===== src/rtl/reg_dump_tx_pkg.sv =====
// Shared LC-3 package: register-file geometry defaults and the register dump sequencer state type.
// CSUM is always in the enum so encodings do not change between builds.
package reg_dump_tx_pkg;

   localparam int unsigned NumRegsDefault = 8;
   localparam int unsigned DataWDefault   = 16;

   typedef enum logic [2:0] {
      StIdle,
      StFetch,
      StSend,
      StDone,
      StCsum
   } state_e;

endpackage


===== src/rtl/reg_dump_tx.sv =====
// Walks the LC-3 register file through one read-select port and streams each register as a
// valid/ready word. Define REG_DUMP_CHECKSUM_EN to append a modulo-2^DATA_W checksum beat.
module reg_dump_tx
   import reg_dump_tx_pkg::*;
#(
   parameter int unsigned NUM_REGS = NumRegsDefault,
   parameter int unsigned DATA_W   = DataWDefault,
   parameter int unsigned IDX_W    = $clog2(NUM_REGS)
) (
   input  logic              Clk,
   input  logic              Reset,
   input  logic              Start,
   output logic [IDX_W-1:0]  RD_IDX,
   input  logic [DATA_W-1:0] RD_DATA,
   output logic [DATA_W-1:0] Out_Data,
   output logic [IDX_W-1:0]  Out_Idx,
   output logic              Out_Last,
   output logic              Out_Valid,
   input  logic              Out_Ready,
   output logic              Busy,
   output logic              Done
);

   localparam logic [IDX_W-1:0] LastIdx = IDX_W'(NUM_REGS - 1);

   state_e              state_q, state_d;
   logic [IDX_W-1:0]    idx_q, idx_d;
   logic [DATA_W-1:0]   hold_q, hold_d;

   always_comb begin
      state_d = state_q;
      idx_d   = idx_q;
      hold_d  = hold_q;
      unique case (state_q)
         StIdle: begin
            if (Start) begin
               idx_d   = '0;
               state_d = StFetch;
            end
         end
         StFetch: begin
            hold_d  = RD_DATA;
            state_d = StSend;
         end
         StSend: begin
            if (Out_Ready) begin
               if (idx_q == LastIdx) begin
`ifdef REG_DUMP_CHECKSUM_EN
                  state_d = StCsum;
`else
                  state_d = StDone;
`endif
               end else begin
                  idx_d   = idx_q + 1'b1;
                  state_d = StFetch;
               end
            end
         end
`ifdef REG_DUMP_CHECKSUM_EN
         StCsum: begin
            if (Out_Ready) state_d = StDone;
         end
`endif
         StDone: begin
            // Index holds at the last register until the return to idle.
            idx_d   = '0;
            state_d = StIdle;
         end
         default: state_d = StIdle;
      endcase
   end

   always_ff @(posedge Clk) begin
      if (Reset) begin
         state_q <= StIdle;
         idx_q   <= '0;
         hold_q  <= '0;
      end else begin
         state_q <= state_d;
         idx_q   <= idx_d;
         hold_q  <= hold_d;
      end
   end

`ifdef REG_DUMP_CHECKSUM_EN
   logic [DATA_W-1:0] csum_q, csum_d;

   always_comb begin
      csum_d = csum_q;
      if (state_q == StIdle && Start) begin
         csum_d = '0;
      end else if (state_q == StSend && Out_Ready) begin
         csum_d = csum_q + hold_q;
      end
   end

   always_ff @(posedge Clk) begin
      if (Reset) csum_q <= '0;
      else       csum_q <= csum_d;
   end

   assign Out_Data = (state_q == StCsum) ? csum_q : hold_q;
   assign Out_Last = (state_q == StCsum);
`else
   assign Out_Data = hold_q;
   assign Out_Last = (state_q == StSend) && (idx_q == LastIdx);
`endif

   assign RD_IDX    = idx_q;
   assign Out_Idx   = (state_q == StCsum) ? '0 : idx_q;
   assign Out_Valid = (state_q == StSend) || (state_q == StCsum);
   assign Busy      = (state_q != StIdle);
   assign Done      = (state_q == StDone);

endmodule

===== config.mk =====
export PLATFORM = sky130hd
export DESIGN_NAME = reg_dump_tx
export DESIGN_NICKNAME = d
export VERILOG_FILES = /design/src/rtl/reg_dump_tx_pkg.sv /design/src/rtl/reg_dump_tx.sv
export SDC_FILE = /design/constraint.sdc
export NUM_CORES = 1
export LEC_CHECK = 0
export CAP_MARGIN = 20
export CORE_ASPECT_RATIO = 0.75
export CORE_MARGIN = 4
export CORE_UTILIZATION = 41
export DETAILED_ROUTE_END_ITERATION = 7
export PLACE_DENSITY_LB_ADDON = 0.05
export SYNTH_ARGS = -nofsm -noshare
export SYNTH_HDL_FRONTEND = slang
export SYNTH_SLANG_ARGS = --single-unit

===== constraint.sdc =====
create_clock -name Clk -period 2.4 [get_ports Clk]
set_input_delay 0.48 -clock Clk [delete_from_list [all_inputs] [get_ports Clk]]
set_output_delay 0.48 -clock Clk [all_outputs]
set_load 0.03 [all_outputs]

==> results.json <==
{
  "p_int_mw": 0.509,
  "max_cap_violations": 0,
  "top_layer": "met4",
  "clkTransAtPathRegs_ps": 120,
  "endpoint_kind": "primary output",
  "grt_pass1_wl_um": 2950,
  "ctsHoldBuffers": 0,
  "syn2layout_area_growth_pct": 53.8,
  "final_core_util": 0.670,
  "viasPerCell": 4.67,
  "synthCells": 103,
  "routed-via-count": 794,
  "die_area_um2": 2950,
  "wl_met3_um": 233,
  "ys_seq_area_frac": 0.479,
  "crit_type": "reg2out",
  "cts_tree": "built",
  "cts.path.max_buffers": 2,
  "wirelength_met1_um": 835,
  "seqPwrFrac": 0.532,
  "path_cells": "nand2b_2 > inv_1 > clkdlybuf4s50_1",
  "grt_pass1_vias": 709,
  "syn_nets": 125,
  "wl_um": 1950,
  "drive_gt1_frac": 0.0822,
  "status": "completed",
  "num-fill-cells": 169,
  "final_cells": 170,
  "grt_overflow_total": 0,
  "rsz0062_at_grt": "false",
  "synth.cell_area_um2": 877,
  "required_ps": 1920,
  "fmax_mhz": 461,
  "slew_violations": 0,
  "root_buffer": "clkbuf_4",
  "critical_path.startpoint": "state_q[1]",
  "multiInputGateArea_um2": 392,
  "dp.cells": 166,
  "reg2reg_depth": 5,
  "drc": 0,
  "switching_share": 0.280,
  "seq_area_um2": 420,
  "path_max_fanout": 7,
  "slew_headroom": 0.681,
  "worst_hold_path.num_cells": 2,
  "critPathArrivalTime_ps": 1690,
  "drt_iter0_markers": 14,
  "hold_path_class": "reg2reg",
  "tightest_slew_ps": 477,
  "final-hold-violation-count": 0,
  "cts_buffers": 3,
  "combPwrFrac": 0.231,
  "r2r-start": "RD_IDX[0]",
  "grt_max_degree": 17,
  "p_per_area_nw_per_um2": 524,
  "cp-start-kind": "register",
  "clkPwrFrac": 0.236,
  "setup-tns-final_ps": 0,
  "finClkSkew_ps": 4.52,
  "leakage_nw": 0.529,
  "num_antenna_cells": 0,
  "ant_nets": 0,
  "die_h_um": 48.1,
  "start_util": 0.435,
  "ioPinCount": 46,
  "yosys_warnings": 0,
  "die_w_um": 61.4,
  "row_count": 14,
  "hpwl_um": 1500,
  "slowest_stage": "clkdlybuf4s50_1",
  "clkLatencyLatePin_ps": 300,
  "htree_levels": 1,
  "syn_avg_cell_area_um2": 8.52,
  "synth-seq-cells": 21,
  "setup_viol": 0,
  "place_worst_setup_slack_ps": 426,
  "cts.sinks": 21,
  "gp_congestion": 0.700,
  "wire_per_inst_um": 11.5,
  "ir_drop_mv": 0.518,
  "min_from": "Out_Data[14]",
  "antenna_found_initial": 0,
  "cts_resized": 0,
  "cpPeakStageDelay_ps": 680,
  "portBuffers": 45,
  "dr.pass1.iters": 2,
  "synth.distinct_cells": 21,
  "fin_crit_sh": 0.904,
  "cts_setup_buffers": 0,
  "final_nets": 169,
  "wl_met2_um": 865,
  "fin_crit_ps": 2170,
  "core_area_um2": 2010,
  "grt.total_usage": 0.141,
  "power_mw": 0.707,
  "switching_power_mw": 0.198,
  "setup_slack_ps": 231
}
[final cells by class]
type / count / share of cell area
inverter: 1 / 0.00278
sequential: 21 / 0.312
timing repair buffer: 48 / 0.353
tap: 24 / 0.0223
clock inverter: 1 / 0.00371
clock buffer: 3 / 0.0167
multi-input combinational: 72 / 0.290
[registers in the layout, summed over array words and instances, names as in the netlist]
| name | cells |
|---|---|
| Out_Data | 16 |
| RD_IDX | 3 |
| state_q | 2 |
[final timing paths]
| check | endpoint | slack [ps] |
|---|---|---|
| min reg2reg | Out_Data[14] | 460 |
| min | Out_Data[14] | 460 |
| max | Out_Valid | 230 |
| max reg2reg | RD_IDX[0] | 910 |
[through the flow]
stage / hold WS (ps) / cell area [µm²]
global route: 480 / 1350
CTS: 464 / 1350
global placement: 441 / 1320
detailed placement: 446 / 1320
floorplan: 480 / 877
finish: 460 / 1350
[placed cells by master (no fill, tap or decap), drive strengths merged, types with 2 or more instances in the layout]
cell           netlist  routed
nor3                 2       2
a21oi               16      16
ha                   2       2
dfxtp               21      21
clkbuf               3       3
clkdlybuf4s50        0      44
buf                  6       3
nand2b               4       4
nand2               32      32
nand3b               2       2
nor2b                5       5
and2                 2       2
mux2i                3       3
[power groups by stage]
stage / combinational, mW / clock [mW] / sequential, mW
global placement: 0.164 / 0 / 0.383
global route: 0.176 / 0.195 / 0.379
floorplan: 0.0615 / 0 / 0.413
CTS: 0.165 / 0.178 / 0.377
finish: 0.163 / 0.167 / 0.376
detailed placement: 0.164 / 0 / 0.385
[worst max-delay path, delay by kind of cell, from the launching register on]
kind / cells / cell delay (ps)
buffers and inverters: 2 / 790
flip-flops: 1 / 480
AND/OR/NAND/NOR: 1 / 120
[Yosys cell counts (all sizes together)]
library cell	instances	area, µm²
nand2	32	120
dfxtp	21	420
a21oi	16	80.1
buf	6	48.8
nor2b	5	31.3
nand2b	4	27.5
clkbuf	3	12.5
mux2i	3	30.0
and2	2	13.8
ha	2	25.0
nand3b	2	15.0
nor3	2	10.0
inv	1	3.75
mux2	1	15.0
o21ai	1	5.00
o22ai	1	12.5
or2	1	6.26
[metal layers]
metal,vias up,track usage
met1,346,0.146
met4,0,0.0381
li1,417,-
met3,2,0.0809
met2,29,0.249
met5,-,0
[cells by family (layout without fill, tap and decap cells)]
group	after synthesis	count (layout)	share of synthesized area
mux	4	4	0.0514
compound gates	18	18	0.111
simple gates	48	48	0.255
buf+inv	10	53	0.0742
fa+ha+maj	2	2	0.0285
flops	21	21	0.479
Power figures use the tool's default switching activity.
